--- src/rtl/ddram_wr_buffer_if.sv ---
// ddram_wr_buffer_if
//   DDRAM Avalon-MM write port bundle. This is the port between the write
//   buffer and the DDRAM controller.
//   master : the write buffer. It drives the request, address, data and byte
//            enables, and samples waitrequest.
//   slave  : the DDRAM controller. It drives waitrequest (DDRAM_BUSY).
// Signals:
//   DDRAM_CLK       port clock (a copy of the video clock)
//   DDRAM_BUSY      waitrequest
//   DDRAM_BURSTCNT  burst length (always 1)
//   DDRAM_ADDR      64-bit word address
//   DDRAM_DIN       write data
//   DDRAM_BE        byte enables
//   DDRAM_WE        write request
//   DDRAM_RD        read request (never used, tied low)
interface ddram_wr_buffer_if;
    logic        DDRAM_CLK;
    logic        DDRAM_BUSY;
    logic [7:0]  DDRAM_BURSTCNT;
    logic [28:0] DDRAM_ADDR;
    logic [63:0] DDRAM_DIN;
    logic [7:0]  DDRAM_BE;
    logic        DDRAM_WE;
    logic        DDRAM_RD;

    modport master (
        output DDRAM_CLK,
        output DDRAM_BURSTCNT,
        output DDRAM_ADDR,
        output DDRAM_DIN,
        output DDRAM_BE,
        output DDRAM_WE,
        output DDRAM_RD,
        input  DDRAM_BUSY
    );

    modport slave (
        input  DDRAM_CLK,
        input  DDRAM_BURSTCNT,
        input  DDRAM_ADDR,
        input  DDRAM_DIN,
        input  DDRAM_BE,
        input  DDRAM_WE,
        input  DDRAM_RD,
        output DDRAM_BUSY
    );
endinterface

--- src/rtl/ddram_wr_buffer.sv ---
// ddram_wr_buffer
//   Write-side buffer between the rotator and the DDRAM Avalon-MM port.
//   Single-beat writes arrive without backpressure. They are queued in an
//   ordered FIFO and then issued through a one-entry output register under
//   waitrequest flow control. A write is lost only when both the FIFO and the
//   output register are full and nothing drains in that cycle. Each loss sets
//   a sticky overflow flag.
//
//   Optional feature macro: DDRAM_WR_MERGE_EN. When it is defined, a write to
//   the same address as the FIFO tail entry is folded into that entry at byte
//   granularity instead of taking a new slot.
//
// Parameters:
//   DEPTH_LOG2  FIFO depth is 2**DEPTH_LOG2. The output register adds one more.
// Ports:
//   CLK_VIDEO   video/DDRAM clock, rising edge
//   RESET_N     asynchronous active-low reset
//   in_we       one-cycle write strobe from the rotator
//   in_addr     64-bit word address
//   in_din      write data
//   in_be       byte enables
//   ddram       DDRAM write port (master side)
//   level       FIFO occupancy, excluding the output register
//   overflow    sticky drop flag
//   ovf_clr     synchronous clear of overflow (a simultaneous drop wins)
module ddram_wr_buffer #(
    parameter int DEPTH_LOG2 = 4
) (
    input  logic                  CLK_VIDEO,
    input  logic                  RESET_N,
    input  logic                  in_we,
    input  logic [28:0]           in_addr,
    input  logic [63:0]           in_din,
    input  logic [7:0]            in_be,
    ddram_wr_buffer_if.master     ddram,
    output logic [DEPTH_LOG2:0]   level,
    output logic                  overflow,
    input  logic                  ovf_clr
);

    localparam int                  DEPTH    = 1 << DEPTH_LOG2;
    localparam logic [DEPTH_LOG2:0] FULL_LVL = (DEPTH_LOG2+1)'(DEPTH);

    typedef struct packed {
        logic [28:0] addr;
        logic [63:0] din;
        logic [7:0]  be;
    } wr_entry_t;

    // ------------------------------------------------------------------
    // State
    // ------------------------------------------------------------------
    wr_entry_t             mem [DEPTH];
    logic [DEPTH_LOG2-1:0] wr_ptr;
    logic [DEPTH_LOG2-1:0] rd_ptr;
    wr_entry_t             or_q;
    logic                  or_vld;

    wr_entry_t in_ent;
    assign in_ent = '{addr: in_addr, din: in_din, be: in_be};

    // ------------------------------------------------------------------
    // Control
    // ------------------------------------------------------------------
    logic accept;        // OR handed to DDRAM on this edge
    logic or_free;       // OR can take a new entry on this edge
    logic fifo_nonempty;
    logic full;
    logic head_load;     // FIFO head moves into OR
    logic bypass;        // input goes straight into OR
    logic merge;         // input folded into the FIFO tail entry
    logic push_req;
    logic push;
    logic drop;

    assign accept        = or_vld & ~ddram.DDRAM_BUSY;
    assign or_free       = ~or_vld | accept;
    assign fifo_nonempty = (level != '0);
    assign full          = (level == FULL_LVL);
    assign head_load     = or_free & fifo_nonempty;
    // Bypass only when the FIFO is empty. This keeps arrival order intact.
    assign bypass        = or_free & ~fifo_nonempty & in_we;

`ifdef DDRAM_WR_MERGE_EN
    logic [DEPTH_LOG2-1:0] tail_ptr;
    wr_entry_t             tail_q;
    wr_entry_t             tail_merged;
    logic [63:0]           merged_din;
    logic                  tail_loading;

    assign tail_ptr = wr_ptr - 1'b1;
    assign tail_q   = mem[tail_ptr];

    // With a single entry queued, the tail is also the head. If that entry
    // leaves for OR this cycle, it must not be merged into, because OR
    // contents are never modified.
    assign tail_loading = head_load & (level == (DEPTH_LOG2+1)'(1));
    assign merge        = in_we & fifo_nonempty & ~tail_loading
                        & (tail_q.addr == in_addr);

    for (genvar i = 0; i < 8; i++) begin : g_lane
        assign merged_din[8*i +: 8] = in_be[i] ? in_din[8*i +: 8]
                                               : tail_q.din[8*i +: 8];
    end

    assign tail_merged = '{addr: tail_q.addr,
                           din:  merged_din,
                           be:   tail_q.be | in_be};
`else
    assign merge = 1'b0;
`endif

    assign push_req = in_we & ~bypass & ~merge;
    // When the FIFO is full, the head leaving in the same cycle frees the slot.
    assign push     = push_req & (~full | head_load);
    assign drop     = push_req & full & ~head_load;

    // ------------------------------------------------------------------
    // Storage array (no reset: contents are qualified by level/pointers)
    // ------------------------------------------------------------------
    always_ff @(posedge CLK_VIDEO) begin
        if (push) begin
            mem[wr_ptr] <= in_ent;
        end
`ifdef DDRAM_WR_MERGE_EN
        if (merge) begin
            mem[tail_ptr] <= tail_merged;
        end
`endif
    end

    // ------------------------------------------------------------------
    // Pointers, occupancy, overflow, output register
    // ------------------------------------------------------------------
    always_ff @(posedge CLK_VIDEO or negedge RESET_N) begin
        if (!RESET_N) begin
            wr_ptr   <= '0;
            rd_ptr   <= '0;
            level    <= '0;
            overflow <= 1'b0;
            or_vld   <= 1'b0;
            or_q     <= '0;
        end else begin
            if (push)      wr_ptr <= wr_ptr + 1'b1;
            if (head_load) rd_ptr <= rd_ptr + 1'b1;

            if (push && !head_load)      level <= level + 1'b1;
            else if (head_load && !push) level <= level - 1'b1;

            if (drop)         overflow <= 1'b1;
            else if (ovf_clr) overflow <= 1'b0;

            // OR is loaded from the FIFO head first, then from the input.
            // Otherwise it empties. While OR is stalled it keeps its contents.
            if (or_free) begin
                if (head_load) begin
                    or_vld <= 1'b1;
                    or_q   <= mem[rd_ptr];
                end else if (bypass) begin
                    or_vld <= 1'b1;
                    or_q   <= in_ent;
                end else begin
                    or_vld <= 1'b0;
                end
            end
        end
    end

    // ------------------------------------------------------------------
    // DDRAM port
    // ------------------------------------------------------------------
    assign ddram.DDRAM_CLK      = CLK_VIDEO;
    assign ddram.DDRAM_BURSTCNT = 8'd1;
    assign ddram.DDRAM_RD       = 1'b0;
    assign ddram.DDRAM_WE       = or_vld;
    assign ddram.DDRAM_ADDR     = or_q.addr;
    assign ddram.DDRAM_DIN      = or_q.din;
    assign ddram.DDRAM_BE       = or_q.be;

    // ------------------------------------------------------------------
    // Invariants
    // ------------------------------------------------------------------
    a_or_stable: assert property (@(posedge CLK_VIDEO) disable iff (!RESET_N)
        (or_vld && ddram.DDRAM_BUSY) |=> (or_vld && $stable(or_q)));

    a_level_bound: assert property (@(posedge CLK_VIDEO) disable iff (!RESET_N)
        level <= FULL_LVL);

endmodule
--- src/flat_wrapper.sv ---
// flat-port wrapper written by rule: the top's interface ports become plain ports
module ddram_wr_buffer_flat 
#(
    parameter int DEPTH_LOG2 = 4
)
  (CLK_VIDEO, RESET_N, in_we, in_addr, in_din, in_be, level, overflow, ovf_clr, ddram_DDRAM_CLK, ddram_DDRAM_BURSTCNT, ddram_DDRAM_ADDR, ddram_DDRAM_DIN, ddram_DDRAM_BE, ddram_DDRAM_WE, ddram_DDRAM_RD, ddram_DDRAM_BUSY);
  ddram_wr_buffer_if ddram_i ();
  input  logic CLK_VIDEO;
  input  logic RESET_N;
  input  logic in_we;
  input  logic [28:0] in_addr;
  input  logic [63:0] in_din;
  input  logic [7:0] in_be;
  output logic [DEPTH_LOG2:0] level;
  output logic overflow;
  input  logic ovf_clr;
  output wire logic [$bits(ddram_i.DDRAM_CLK)-1:0] ddram_DDRAM_CLK;
  output wire logic [$bits(ddram_i.DDRAM_BURSTCNT)-1:0] ddram_DDRAM_BURSTCNT;
  output wire logic [$bits(ddram_i.DDRAM_ADDR)-1:0] ddram_DDRAM_ADDR;
  output wire logic [$bits(ddram_i.DDRAM_DIN)-1:0] ddram_DDRAM_DIN;
  output wire logic [$bits(ddram_i.DDRAM_BE)-1:0] ddram_DDRAM_BE;
  output wire logic [$bits(ddram_i.DDRAM_WE)-1:0] ddram_DDRAM_WE;
  output wire logic [$bits(ddram_i.DDRAM_RD)-1:0] ddram_DDRAM_RD;
  input wire logic [$bits(ddram_i.DDRAM_BUSY)-1:0] ddram_DDRAM_BUSY;
  assign ddram_DDRAM_CLK = ddram_i.DDRAM_CLK;
  assign ddram_DDRAM_BURSTCNT = ddram_i.DDRAM_BURSTCNT;
  assign ddram_DDRAM_ADDR = ddram_i.DDRAM_ADDR;
  assign ddram_DDRAM_DIN = ddram_i.DDRAM_DIN;
  assign ddram_DDRAM_BE = ddram_i.DDRAM_BE;
  assign ddram_DDRAM_WE = ddram_i.DDRAM_WE;
  assign ddram_DDRAM_RD = ddram_i.DDRAM_RD;
  assign ddram_i.DDRAM_BUSY = ddram_DDRAM_BUSY;
  ddram_wr_buffer #(.DEPTH_LOG2(DEPTH_LOG2)) u_core (.CLK_VIDEO(CLK_VIDEO), .RESET_N(RESET_N), .in_we(in_we), .in_addr(in_addr), .in_din(in_din), .in_be(in_be), .ddram(ddram_i), .level(level), .overflow(overflow), .ovf_clr(ovf_clr));
endmodule
--- config.mk ---
export PLATFORM = sky130hd
export DESIGN_NAME = ddram_wr_buffer_flat
export DESIGN_NICKNAME = d
export VERILOG_FILES = /design/src/rtl/ddram_wr_buffer_if.sv /design/src/rtl/ddram_wr_buffer.sv /design/src/flat_wrapper.sv
export SDC_FILE = /design/constraint.sdc
export NUM_CORES = 2
export LEC_CHECK = 0
export BUFFER_PORTS_ARGS = -buffer_cell sky130_fd_sc_hd__buf_2
export CAP_MARGIN = 20
export CORE_MARGIN = 1
export CORE_UTILIZATION = 66
export DETAILED_ROUTE_END_ITERATION = 8
export HOLD_SLACK_MARGIN = 0.15
export PLACE_DENSITY = 0.84
export SLEW_MARGIN = 20
export SYNTH_ARGS = -nofsm -noshare
export SYNTH_HDL_FRONTEND = slang
export SYNTH_SLANG_ARGS = --single-unit
--- constraint.sdc ---
create_clock -name CLK_VIDEO -period 6.2 [get_ports CLK_VIDEO]
set_input_delay 0.31 -clock CLK_VIDEO [delete_from_list [all_inputs] [get_ports CLK_VIDEO]]
set_output_delay 0.31 -clock CLK_VIDEO [all_outputs]
set_load 0.05 [all_outputs]
==> results.cfg <==
[run_status]
outcome = complete, no violations

[sta]
finalSetupViolCount = 0
fin_skew_ps = 32.5
setup_ws_ps = 2340
relSlewSlack = 0.205
setup_tns_ps = 0
report.final.slew_viol_count = 0
worstMarginPinSlew_ps = 1190
hold_viol_final = 0
rsz0062_at_grt = no

[global_routing]
grtUsageTotal = 0.335
gr-total-overflow = 0
grt_pass1_vias = 35400
grt_max_degree = 145
antenna_found_initial = 6
grt_first_pass_wirelength_um = 240000

[pwr]
switchingPower_mw = 11.3
power.share.combinational = 0.291
swShare = 0.319
peakVddDrop_mv = 0.396
p_clk_frac = 0.280
total_power_mw = 35.4
leakage_nw = 24.5
intPower_mw = 24.1
sequentialPowerShare = 0.429
power.density_nw_per_um2 = 474

[hold_path]
whs_path_depth = 2
hp-class = input port to register

[placement]
hpwl_um = 76300
dpl_worst_slack_ps = 2600
routabilityCongestion = 0.752
placed_cell_area_um2 = 68100
io_buffers = 214

[synth]
synth.area.top_cells = edfxtp_1 74%, mux4_2 14%, dfrtp_1 4.4%, mux2i_1 1.7%, mux2_2 1.6%
yosys_warnings = 0
yosysSeqAreaShare = 0.782
synth_top_area_cell = edfxtp_1
synth_most_common_cell = edfxtp_1
async_flop_share = 0.0670
synthesis.area_um2 = 65800
syn_inst = 2795
syn_avg_cell_area_um2 = 23.5
synth_top_cell_area_share = 0.738
synthDistinctLibCells = 41
synth.ff_latch_count = 1732
synth_edf_count = 1616
synth_top_flop_cell = edfxtp_1
synth_common_cells = 1,616 x edfxtp_1, 404 x mux4_2, 116 x dfrtp_1, 111 x mux2i_1

[drt]
drtAntennaViolNets = 0
finalWirelength_um = 166000
drt_iter0_drc = 5136
drc = 0
firstDrtPassIters = 9
avgViaCountPerCell = 7.25
post_drt_wl_per_cell_um = 36.0
vias = 33400

[die]
ioPinCount = 224
fp.dieW_um = 318
rows = 115
start_util = 0.667
dieHeight_um = 318
dieArea_um2 = 101000
core_um2 = 98600

[cts]
clk-insertion-delay-late_ps = 880
cts_tree = done
ctsResizeCount = 0
clkTransAtPathRegs_ps = 60

[worst_setup_path]
cp_data_required_time_ps = 5890
cp.arrival_ps = 3550
critPathKind = clock port to output pin
r2r_cells = 6
critPathMaxFanout = 3
worst_setup_path_start_kind = clock port
cp-end-kind = output pin
reg2reg_setup_slack_ps = 2600

[cells_and_area]
drive_gt1_frac = 0.308
fin_nets = 3291
area_growth_pct = 13.4
fin_area_um2 = 74600

[run]
cap_violations = 0
==> power by group through the flow <==
stage	registers, mW	clock network (mW)	logic, mW
after floorplan	16.1	0.0348	6.43
after global placement	15.2	0.0308	9.50
after detailed placement	15.4	0.0308	9.84
after CTS	15.2	9.96	10.2
after global routing	15.2	10.4	10.7
final	15.2	9.93	10.3
==> stage by stage <==
step	cells	util	hold slack, ps
3_5_place_dp	4183	0.691	447
6_report	4608	0.757	376
3_3_place_gp	4183	0.691	438
2_1_floorplan	2802	-	14.4
5_1_grt	4603	0.757	369
4_1_cts	4597	0.756	334
==> what timing repair did <==
| action | CTS | global route |
|---|---|---|
| hold buffers | 109 | 0 |
| endpoints found under the hold margin | 1789 | 0 |
| buffers inserted | 0 | 0 |
==> final timing paths <==
check,end,startpoint
max,ddram_DDRAM_CLK,CLK_VIDEO
min reg2reg,u_core.ddram.DDRAM_BE[6]$_DFFE_PN0P_,u_core.ddram.DDRAM_BE[6]$_DFFE_PN0P_
max in group asynchronous,u_core.rd_ptr[0]$_DFFE_PN0N_,RESET_N
max reg2reg,u_core.mem[12][97]$_DFFE_PP_,u_core.level[0]$_DFFE_PN0P_
min in group asynchronous,u_core.ddram.DDRAM_DIN[50]$_DFFE_PN0P_,RESET_N
min,u_core.mem[1][86]$_DFFE_PP_,in_addr[14]
==> routing by layer <==
layer / up-vias / wire length (µm) / GRT usage
met5: - / 0 / 0
met4: 0 / 7020 / 0.152
met3: 473 / 16700 / 0.0639
met2: 2802 / 87500 / 0.573
met1: 17300 / 54800 / 0.422
li1: 12800 / - / -
==> area by class of cell <==
type                    instances  area, µm²
inverters                       7       26.3
clock buffers                 242       4670
well taps                    1287       1610
multi-input cells             894      13500
fillers                      4814      24000
repair buffers                373       2770
diodes                          9       22.5
flip-flops and latches       1732      51400
clock inverters                64        592
==> state kept, by name, indices dropped and copies added (netlist names) <==
register and cells:
u_core.mem 1616, u_core.ddram.DDRAM_DIN 64, u_core.ddram.DDRAM_ADDR 29, u_core.ddram.DDRAM_BE 8, u_core.level 5, u_core.rd_ptr 4, u_core.wr_ptr 4, u_core.ddram.DDRAM_WE 1
u_core.overflow 1
==> logic make-up after synthesis <==
family,Yosys count,synth area share
AO/OA/AOI/OAI,215,0.0245
multiplexers,608,0.171
other,2,0.000114
XOR/XNOR,10,0.00133
AND/OR/NAND/NOR,42,0.00371
flip-flops,1732,0.782
buffers and inverters,176,0.0150
adder cells (fa/ha/maj),10,0.00202
==> critical path, cell delays in order <==
cell and delay [ps]:
clkbuf_16 120, clkbuf_16 130, buf_2 200
==> cells in the final DEF (no fill, tap or decap), drive strengths merged, types with 17 or more instances in the layout <==
master	n
a222oi	92
buf	266
clkbuf	241
clkinv	43
dfrtp	116
dlygate4sd3	108
edfxtp	1616
inv	17
mux2	93
mux2i	111
mux4	404
o21ai	96
Power figures use the tool's default switching activity.
